**config.mk**
```make
export PLATFORM = sky130hd
export DESIGN_NAME = mc_control_unit
export DESIGN_NICKNAME = d
export VERILOG_FILES = /design/src/rtl/mc_pkg.sv /design/src/rtl/mc_next_state.sv /design/src/rtl/mc_control_unit.sv
export SDC_FILE = /design/constraint.sdc
export NUM_CORES = 1
export LEC_CHECK = 0
export BUFFER_PORTS_ARGS = -buffer_cell sky130_fd_sc_hd__buf_2
export CAP_MARGIN = 0
export CORE_AREA = 10 10 47 49
export CTS_CLUSTER_SIZE = 24
export DETAILED_ROUTE_END_ITERATION = 7
export DIE_AREA = 0 0 57 59
export HOLD_SLACK_MARGIN = 0.02
export PLACE_DENSITY_LB_ADDON = 0.25
export SETUP_SLACK_MARGIN = 0.1
export SYNTH_ARGS = -nofsm -noshare
export SYNTH_HDL_FRONTEND = slang
export SYNTH_SLANG_ARGS = --single-unit
```
**constraint.sdc**
```tcl
create_clock -name clk -period 1.3 [get_ports clk]
set_clock_uncertainty 0.15 [all_clocks]
set_input_delay 0.13 -clock clk [delete_from_list [all_inputs] [get_ports clk]]
set_output_delay 0.13 -clock clk [all_outputs]
set_load 0.02 [all_outputs]
```
**src/rtl/mc_pkg.sv**
```systemverilog
// Shared encodings for the multicycle controller: opcodes, ALU operation codes,
// mux selects and the controller state enum.
package mc_pkg;

  localparam logic [3:0] OPC_LOAD  = 4'b0000;
  localparam logic [3:0] OPC_STORE = 4'b0001;
  localparam logic [3:0] OPC_JUMP  = 4'b0010;
  localparam logic [3:0] OPC_BZ    = 4'b0100;
  localparam logic [3:0] OPC_TYPEC = 4'b1000;
  localparam logic [3:0] OPC_ADDI  = 4'b1100;
  localparam logic [3:0] OPC_SUBI  = 4'b1101;
  localparam logic [3:0] OPC_ANDI  = 4'b1110;
  localparam logic [3:0] OPC_ORI   = 4'b1111;

  localparam logic [2:0] ALU_OP_TYPEC = 3'b000;
  localparam logic [2:0] ALU_OP_ADD   = 3'b001;
  localparam logic [2:0] ALU_OP_SUB   = 3'b010;
  localparam logic [2:0] ALU_OP_AND   = 3'b011;
  localparam logic [2:0] ALU_OP_OR    = 3'b100;

  localparam logic [1:0] PC_SRC_ALU    = 2'b00;
  localparam logic [1:0] PC_SRC_JUMP   = 2'b01;
  localparam logic [1:0] PC_SRC_ALUOUT = 2'b10;

  localparam logic [1:0] SRC_B_REG = 2'b00;
  localparam logic [1:0] SRC_B_ONE = 2'b01;
  localparam logic [1:0] SRC_B_IMM = 2'b10;

  // FETCH must stay at zero: the async reset clears the state register.
  typedef enum logic [3:0] {
    ST_FETCH   = 4'd0,
    ST_DECODE  = 4'd1,
    ST_MEM_RD  = 4'd2,
    ST_MEM_WB  = 4'd3,
    ST_MEM_WR  = 4'd4,
    ST_JUMP    = 4'd5,
    ST_BRANCH  = 4'd6,
    ST_C_EXEC  = 4'd7,
    ST_C_WB    = 4'd8,
    ST_I_EXEC  = 4'd9,
    ST_I_WB    = 4'd10
  } state_t;

  // Immediate-class opcodes share the top two bits; the low two pick the operation.
  function automatic logic [2:0] imm_alu_op(input logic [1:0] sel);
    logic [2:0] op;
    case (sel)
      2'b00:   op = ALU_OP_ADD;
      2'b01:   op = ALU_OP_SUB;
      2'b10:   op = ALU_OP_AND;
      default: op = ALU_OP_OR;
    endcase
    return op;
  endfunction

endpackage

```
**src/rtl/mc_next_state.sv**
```systemverilog
// Combinational next-state logic for the multicycle controller.
module mc_next_state
  import mc_pkg::*;
#(
  parameter int OPC_W = 4
) (
  input  state_t           state,
  input  logic [OPC_W-1:0] opcode,
  input  logic             mem_ready,
  output state_t           state_nxt
);

  always_comb begin
    state_nxt = ST_FETCH;
    case (state)
      ST_FETCH:  state_nxt = mem_ready ? ST_DECODE : ST_FETCH;
      ST_DECODE: begin
        case (opcode)
          OPC_LOAD:  state_nxt = ST_MEM_RD;
          OPC_STORE: state_nxt = ST_MEM_WR;
          OPC_JUMP:  state_nxt = ST_JUMP;
          OPC_BZ:    state_nxt = ST_BRANCH;
          OPC_TYPEC: state_nxt = ST_C_EXEC;
          OPC_ADDI, OPC_SUBI, OPC_ANDI, OPC_ORI: state_nxt = ST_I_EXEC;
          default:   state_nxt = ST_FETCH;
        endcase
      end
      ST_MEM_RD: state_nxt = mem_ready ? ST_MEM_WB : ST_MEM_RD;
      ST_MEM_WR: state_nxt = mem_ready ? ST_FETCH : ST_MEM_WR;
      ST_C_EXEC: state_nxt = ST_C_WB;
      ST_I_EXEC: state_nxt = ST_I_WB;
      default:   state_nxt = ST_FETCH;
    endcase
  end

endmodule

```
**src/rtl/mc_control_unit.sv**
```systemverilog
// Multicycle main controller: state register plus Moore output decode.
//   state   | meaning
//   FETCH   | read instruction at PC, PC+1 -> PC on mem_ready
//   DECODE  | branch target into ALUOut, dispatch on opcode
//   MEM_RD  | data read at inst[11:0], MDR load on mem_ready
//   MEM_WB  | MDR -> R0
//   MEM_WR  | data write at inst[11:0] until mem_ready
//   JUMP    | PC <- {PC[15:12], inst[11:0]}
//   BRANCH  | R0 - B, PC <- ALUOut when zero
//   C_EXEC  | func-decoded ALU op on R0, B
//   C_WB    | result -> inst[11:9]
//   I_EXEC  | immediate ALU op on R0
//   I_WB    | ALUOut -> R0
module mc_control_unit
  import mc_pkg::*;
#(
  parameter int OPC_W = 4
) (
  input  logic             clk,
  input  logic             rst_n,
  input  logic [OPC_W-1:0] opcode,
  input  logic             zero,
  input  logic             mem_ready,
  output logic             mem_read,
  output logic             mem_write,
  output logic             i_or_d,
  output logic             ir_write,
  output logic             mdr_write,
  output logic             pc_write,
  output logic             pc_write_cond,
  output logic [1:0]       pc_src,
  output logic             alu_src_a,
  output logic [1:0]       alu_src_b,
  output logic [2:0]       alu_op,
  output logic             reg_write,
  output logic             mem_to_reg,
  output logic             reg_dst
);

  state_t state;
  state_t state_nxt;

  always_ff @(posedge clk or negedge rst_n) begin
    if (!rst_n) state <= ST_FETCH;
    else        state <= state_nxt;
  end

  mc_next_state #(.OPC_W(OPC_W)) u_next_state (
    .state     (state),
    .opcode    (opcode),
    .mem_ready (mem_ready),
    .state_nxt (state_nxt)
  );

  always_comb begin
    mem_read      = 1'b0;
    mem_write     = 1'b0;
    i_or_d        = 1'b0;
    ir_write      = 1'b0;
    mdr_write     = 1'b0;
    pc_write      = 1'b0;
    pc_write_cond = 1'b0;
    pc_src        = PC_SRC_ALU;
    alu_src_a     = 1'b0;
    alu_src_b     = SRC_B_REG;
    alu_op        = ALU_OP_TYPEC;
    reg_write     = 1'b0;
    mem_to_reg    = 1'b0;
    reg_dst       = 1'b0;
    case (state)
      ST_FETCH: begin
        mem_read  = 1'b1;
        alu_src_b = SRC_B_ONE;
        alu_op    = ALU_OP_ADD;
        ir_write  = mem_ready;
        pc_write  = mem_ready;
      end
      ST_DECODE: begin
        alu_src_b = SRC_B_IMM;
        alu_op    = ALU_OP_ADD;
      end
      ST_MEM_RD: begin
        mem_read  = 1'b1;
        i_or_d    = 1'b1;
        mdr_write = mem_ready;
      end
      ST_MEM_WB: begin
        reg_write  = 1'b1;
        mem_to_reg = 1'b1;
      end
      ST_MEM_WR: begin
        mem_write = 1'b1;
        i_or_d    = 1'b1;
      end
      ST_JUMP: begin
        pc_write = 1'b1;
        pc_src   = PC_SRC_JUMP;
      end
      ST_BRANCH: begin
        alu_src_a     = 1'b1;
        alu_op        = ALU_OP_SUB;
        pc_src        = PC_SRC_ALUOUT;
        pc_write_cond = zero;
      end
      ST_C_EXEC: alu_src_a = 1'b1;
      ST_C_WB: begin
        reg_write = 1'b1;
        reg_dst   = 1'b1;
      end
      ST_I_EXEC: begin
        alu_src_a = 1'b1;
        alu_src_b = SRC_B_IMM;
        alu_op    = imm_alu_op(opcode[1:0]);
      end
      ST_I_WB: reg_write = 1'b1;
      default: ;
    endcase
  end

endmodule

```
==> metrics.txt, run 1 <==
status complete, but fails checks; failing checks setup timing; flops & latches, synth 4; # diodes 0; Rel. slew slack 83.0%; Post-synth EDFFs 0; CP endpoint alu_src_b[0]; GRT Util Overall 11.2%; NumNets Final 120; CP Data Arrival Time 1.32 ns; num rows 14; VDD IR max 1.17 mV; Post-synth top cells nand2b_1, nor3_1, dfrtp_1, ha_1, nor2_1; post-synth top area share 21.3%; routed wire length 1860 um; R2R Setup Slk -0.24 ns; clock root buffer clkbuf_4; count of pins over their slew limit 0; die width 57 um; Seq/Total Area, Yosys 21.3%; DR DRC count 0; Achievable Freq 627 MHz; Worst-Skew Late Latency 0.23 ns; vias in the first global route 654; port buffer count 25; Clock transition at path regs 0.04 ns; crit path time final 1.60 ns; Layout Area Growth over Synthesis 139%; R2R depth 5; Mapped Cells 60; Non-Filler Instances 122; via count 624; leakage power 0.502 nW; Largest register FFs 4; RSZ-0062 raised after global routing true; core area 1400 sq um; Tcrit/Tclk final 123%; Final GP Congestion 0.817; syn nets 72; hpwl dp 1310 um; Routed Antenna Nets 0; Critical Path Fanout Max 6; post-synth top area cell dfrtp_1; post-DR vias/cell 5.11; CP endpoint kind output pin; Starting Density 33.5%; critical path startpoint state[3]$_DFF_PN0_; first drt pass iteration count 4; H-tree Lvls 1; CP Launch Type register; Reg with most FFs state; pin count of the biggest net entering global routing 11; IO Count 26; die area 3360 sq um; worst r2r dst state[0]$_DFF_PN0_; die height 59 um; first-pass GRT wire length 3070 um; WS Path Type reg -> out; Final setup viols 22; initial antenna violation count 0; Max Cap Viol 0; placed instance count 110; clk sinks 4; final hold viol count 0; synth warn 0; ranking of synthesized cells by area dfrtp_1, ha_1, nand2b_1, nor3_1, nand3b_1; syn_area_per_cell 7.82 sq um; reg-to-reg critical path startpoint state[3]$_DFF_PN0_; Req. time, crit path 1.02 ns; DR WL/cell 15.3 um; CTS tree built; Fin Hold WS 0.0762 ns; Top FF cell, synth dfrtp_1; GRT overflow 0; CTS Buf Count 3; Iter 0 DRT Violations 11; Netlist cell types 28; Hold Path Class in -> async; power per cell area 2090 nW/um^2; fin worst setup slack -0.295 ns; Slew @ Worst Pin 0.255 ns; maximum clock path buffer count 2; ys async rst share 100%; post-synthesis cell area 469 sq um; biggest regs state x4; layout cell share with drive strength beyond 1 76.4%
cell usage in the layout (no fill, tap or decap), types with 2 or more instances in the layout:
master	n
o21ai_2	2
buf_4	18
nand2_2	2
nor3_2	3
inv_1	3
buf_6	19
a21oi_4	2
o21a_1	2
nand2b_1	2
nor3_4	2
nand3b_1	3
nand2b_4	3
nor2_4	2
buf_2	7
dfrtp_2	4
clkbuf_4	3
ha_1	4
worst max-delay path: stages (launching register included):
cell,delay (ns)
dfrtp_2,0.42
buf_8,0.14
buf_6,0.12
nor4_2,0.21
buf_4,0.19
report_power, final:
part           internal [mW]  total, mW  switching [mW]
logic                   1.01       1.91           0.903
registers              0.179      0.281           0.102
clock network          0.103      0.149          0.0459
layout make-up:
cell class,count,area [sq um]
fillers,91,282
well taps,16,20.0
repair buffers,47,429
multi-input cells,49,532
flip-flops and latches,4,105
clock buffers,3,22.5
inverters,3,11.3
worst min path at each step:
stage | start | to | depth (start not counted) | slack, ns
floorplan | rst_n | state[0]$_DFF_PN0_ | 0 | -0.32
global placement | rst_n | state[2]$_DFF_PN0_ | 1 | -0.21
detailed placement | rst_n | state[2]$_DFF_PN0_ | 1 | -0.21
CTS | rst_n | state[2]$_DFF_PN0_ | 2 | 0.07
global route | rst_n | state[0]$_DFF_PN0_ | 2 | 0.09
finish | rst_n | state[2]$_DFF_PN0_ | 2 | 0.08
repair_timing:
item / 4_1_cts / 5_1_grt
setup buffers: 2 / 6
setup endpoints to repair: 22 / 22
endpoints found under the hold margin: 4 / 0
hold buffers: 1 / 0
gates resized for setup: 44 / 11
pin swaps: 9 / 5
through the flow:
step	utilization [%]	setup TNS, ns	cell area (sq um)	power, mW	setup slack (ns)
final	79.9	-4.93	1120	2.34	-0.295
after global routing	79.9	-6.23	1120	2.49	-0.379
after CTS	73.2	-4.37	1030	2.15	-0.309
after detailed placement	58.5	-0.668	820	1.60	-0.0866
after global placement	58.5	-0.481	820	1.58	-0.0614
after floorplan	-	-1.13	593	1.13	-0.151
routing by layer:
metal | part of all wire [%] | wire [um] | track usage, % | vias to the layer above
li1 | - | - | - | 313
met1 | 37 | 688 | 11.4 | 295
met2 | 57 | 1060 | 20.6 | 14
met3 | 4.8 | 90 | 2.79 | 2
met4 | 1.5 | 28 | 6.04 | 0
met5 | 0 | 0 | 0 | -
cell families after synthesis:
family / synth area share (%)
AO/OA/AOI/OAI: 20.3
XOR/XNOR: 1.87
adder cells (fa/ha/maj): 10.7
buffers and inverters: 7.20
flip-flops: 21.3
multiplexers: 2.13
AND/OR/NAND/NOR: 36.5
No activity file was read; power rests on OpenSTA's default activity.
==> run 2: changes to the inputs <==
CORE_AREA = unset   (was 10 10 47 49)
CORE_UTILIZATION = 35   (was unset)
DIE_AREA = unset   (was 0 0 57 59)
==> metrics.txt, run 2 (synthesis results as in run 1) <==
port buffer count 25; commonest non-fill, non-tap cell in the layout buf_6; fin worst setup slack -0.352 ns; DR DRC count 0; most frequent cells in the layout buf_6, buf_4, buf_2; status complete, but fails checks; layout cell share with drive strength beyond 1 74.3%; post-route setup TNS -5.15 ns; VDD IR max 1.58 mV; # diodes 0; Internal 1.23 mW; biggest regs state x4; IO Count 26; WS Path Type reg -> out; routed wire length 2100 um; R2R Setup Slk -0.20 ns; Worst-Skew Late Latency 0.24 ns; CTS tree built; Fillers 42; final hold viol count 0; GRT overflow 0; die area 1490 sq um; CTS Buf Count 3; initial antenna violation count 0; Critical Path Fanout Max 6; Reg power frac 12.8%; GRT Util Overall 27.7%; Reg area 105 sq um; first-pass GRT wire length 2790 um; first drt pass iteration count 4; pin count of the biggest net entering global routing 8; Largest register FFs 4; core area 1170 sq um; Hold Path Class in -> reg; R2R depth 3; Req. time, crit path 1.02 ns; Final setup viols 22; vias in the first global route 616; Starting Density 40.1%; CP endpoint kind output pin; power per cell area 2150 nW/um^2; Slew @ Worst Pin 0.345 ns; CP Data Arrival Time 1.37 ns; NumNets Final 119; H-tree Lvls 1; clock root buffer clkbuf_4; Tcrit/Tclk final 127%; die width 38.6 um; crit path time final 1.65 ns; Rel. slew slack 76.8%; via count 697; failing checks setup timing; CP Cell Sequence nor3b_4 -> nand2_2 -> nor2_4 -> buf_6; Clk pwr share 6.8%; Iter 0 DRT Violations 14; hpwl dp 1040 um; Final GP Congestion 0.773; Max Cap Viol 0; clk sinks 4; Achievable Freq 605 MHz; sw frac 46.5%; hold depth 3; CP Launch Type register; switching pwr 1.07 mW; area of the multi-input gates 509 sq um; crit-path max cell delay 0.47 ns; Layout Area Growth over Synthesis 128%; RSZ-0062 raised after global routing true; num rows 12; CP max-delay cell dfrtp_2; maximum clock path buffer count 2; Routed Antenna Nets 0; Fin Hold WS 0.0867 ns; DR WL/cell 17.6 um; Clock transition at path regs 0.04 ns; leakage power 0.484 nW; post-DR vias/cell 5.86; count of pins over their slew limit 0; Reg with most FFs state; die height 38.6 um; Logic pwr share 80.4%
==> run 2: critical path, delay by kind of cell, from the launching register on <==
kind / cells / cell delay [ns]
buffers and inverters: 1 / 0.12
DFF: 1 / 0.47
and+or+nand+nor: 3 / 0.55
==> run 2: path summary, 6_finish.rpt <==
| kind | to | start |
|---|---|---|
| worst min-delay path | state[0]$_DFF_PN0_ | mem_ready |
| max in group asynchronous | state[3]$_DFF_PN0_ | rst_n |
| worst max-delay path | alu_op[2] | state[2]$_DFF_PN0_ |
| min in group asynchronous | state[0]$_DFF_PN0_ | rst_n |
| worst min register to register | state[1]$_DFF_PN0_ | state[3]$_DFF_PN0_ |
| worst max register to register | state[2]$_DFF_PN0_ | state[0]$_DFF_PN0_ |
==> run 2: power by group through the flow <==
| stage | clock [mW] | combinational (mW) | sequential, mW |
|---|---|---|---|
| 2_1_floorplan | 0 | 0.862 | 0.266 |
| 3_3_place_gp | 0 | 1.26 | 0.274 |
| 3_5_place_dp | 0 | 1.28 | 0.278 |
| 6_report | 0.158 | 1.85 | 0.294 |
| 5_1_grt | 0.176 | 1.94 | 0.297 |
| 4_1_cts | 0.164 | 1.60 | 0.278 |
==> run 2: area by class of cell <==
class                           count  area share, %
Multi-Input combinational cell     49           47.7
Timing Repair Buffer               46           37.7
Sequential cell                     4           9.84
Clock buffer                        3           2.11
Tap cell                           14           1.64
Inverter                            3           1.05
==> run 2: layer usage <==
metal / track usage [%] / wire, um
met4: 10.3 / 99
met3: 9.83 / 144
met1: 32.3 / 798
met2: 45.8 / 1050
met5: 0 / 0
==> run 2: repair_timing <==
action / in CTS / in global routing
setup buffers: 2 / 3
resized for setup: 36 / 13
hold buffers: 1 / 0
pin swaps: 8 / 6
endpoints found under the setup margin: 22 / 22
hold endpoints to repair: 4 / 0
==> run 2: per-stage QoR <==
stage / area, sq um / utilization (%) / worst slack [ns] / power [mW] / cells
global route: 1070 / 91.2 / -0.415 / 2.42 / 119
finish: 1070 / 91.2 / -0.352 / 2.30 / 119
global placement: 820 / 70.0 / -0.0636 / 1.53 / 110
detailed placement: 820 / 70.0 / -0.0764 / 1.56 / 110
CTS: 988 / 84.4 / -0.312 / 2.04 / 116
floorplan: 593 / - / -0.151 / 1.13 / 60
==> run 3: changes to the inputs <==
GPL_TIMING_DRIVEN = 0   (was unset)
clock period = 1.5 ns   (was 1.3 ns; I/O delays follow)
==> metrics.txt, run 3 (synthesis results as in run 1) <==
RSZ-0062 raised after global routing true; DP Area 648 sq um; final hold viol count 0; post-layout util 86.6%; Clock transition at path regs 0.05 ns; IO Count 26; power consumption 2.03 mW; die area 1490 sq um; first-pass GRT wire length 2570 um; placed instance count 99; failing checks setup timing; Reg area 105 sq um; vias in the first global route 573; DR DRC count 0; die height 38.6 um; Max Cap Viol 0; biggest regs state x4; core area 1170 sq um; Critical Path Fanout Max 8; NumNets Final 119; Fillers 58; Worst-Skew Late Latency 0.25 ns; count of pins over their slew limit 0; clock root buffer clkbuf_4; DR WL/cell 19.2 um; Slew @ Worst Pin 0.295 ns; layout cell share with drive strength beyond 1 68.6%; via count 696; Iter 0 DRT Violations 24; most frequent cells in the layout buf_4, buf_6, buf_2; hpwl dp 943 um; GRT Util Overall 25.3%; Layout Area Growth over Synthesis 116%; # diodes 0; status complete, but fails checks; post-route setup TNS -2.54 ns; pin count of the biggest net entering global routing 11; GRT overflow 0; H-tree Lvls 1; post-DR vias/cell 5.85; Final setup viols 18; die width 38.6 um; CP endpoint kind output pin; CTS Buf Count 3; leakage power 0.473 nW; maximum clock path buffer count 2; VDD IR max 1.46 mV; Achievable Freq 575 MHz; commonest non-fill, non-tap cell in the layout buf_4; first drt pass iteration count 4; Reg with most FFs state; area of the multi-input gates 468 sq um; Fin Hold WS 0.0942 ns; Routed Antenna Nets 0; Final GP Congestion 0.746; Tcrit/Tclk final 116%; num rows 12; initial antenna violation count 0; design area 1010 sq um; Non-Filler Instances 119; pre-CTS setup slack -0.0150 ns; WS Path Type reg -> out; Rel. slew slack 80.2%; power per cell area 2000 nW/um^2; routed wire length 2290 um; Hold Path Class in -> reg; CP Launch Type register; CP Data Arrival Time 1.44 ns; CTS tree built; Starting Density 40.1%; Largest register FFs 4; clk sinks 4; Req. time, crit path 1.20 ns; crit path time final 1.74 ns; fin worst setup slack -0.240 ns; port buffer count 25
==> run 3: cell counts in the layout (fill, tap and decap cells not counted) <==
Identical to the previous run, type by type.
==> run 3: final timing paths <==
check                      depth (start not counted)  slack, ns               start            endpoint
setup / recovery                                   4      -0.24  state[3]$_DFF_PN0_       pc_write_cond
hold / removal                                     3       0.09           mem_ready  state[2]$_DFF_PN0_
setup reg to reg                                   4       0.01  state[1]$_DFF_PN0_  state[2]$_DFF_PN0_
hold reg to reg                                    2       0.56  state[0]$_DFF_PN0_  state[2]$_DFF_PN0_
max in group asynchronous                          2       0.95               rst_n  state[1]$_DFF_PN0_
min in group asynchronous                          2       0.11               rst_n  state[3]$_DFF_PN0_
==> run 3: repair_timing <==
item                       in CTS  in global routing
hold endpoints to repair        4                  0
buffers inserted               11                  4
gates cloned                    2                  0
resized for setup              30                 32
setup endpoints to repair      18                 20
hold buffers                    1                  0
pin swaps                       7                  5
==> run 3: worst max-delay path, stage by stage, from the launching register on <==
cell and delay [ns]:
dfrtp_2 0.47, nand3b_1 0.23, nor2_2 0.18, and2_1 0.18, buf_6 0.13
==> run 3: cell type report <==
| class | instances | area share [%] |
|---|---|---|
| Tap cell | 14 | 1.73 |
| Buffer | 4 | 4.44 |
| Clock buffer | 3 | 2.22 |
| Inverter | 3 | 1.11 |
| Timing Repair Buffer | 42 | 34.0 |
| Multi-Input combinational cell | 49 | 46.1 |
| Sequential cell | 4 | 10.4 |
==> run 3: power by group <==
group	internal [mW]	switching, mW	total [mW]
clock	0.0905	0.0584	0.149
combinational	0.831	0.794	1.63
sequential	0.154	0.105	0.260
total	1.08	0.958	2.03
==> run 3: routing by layer <==
metal | track usage, % | vias to the layer above | share of wire, %
met4 | 7.76 | 0 | 1.8
met2 | 43.3 | 36 | 50
li1 | - | 309 | -
met5 | 0 | - | 0
met1 | 33.5 | 347 | 43
met3 | 1.73 | 4 | 5.8
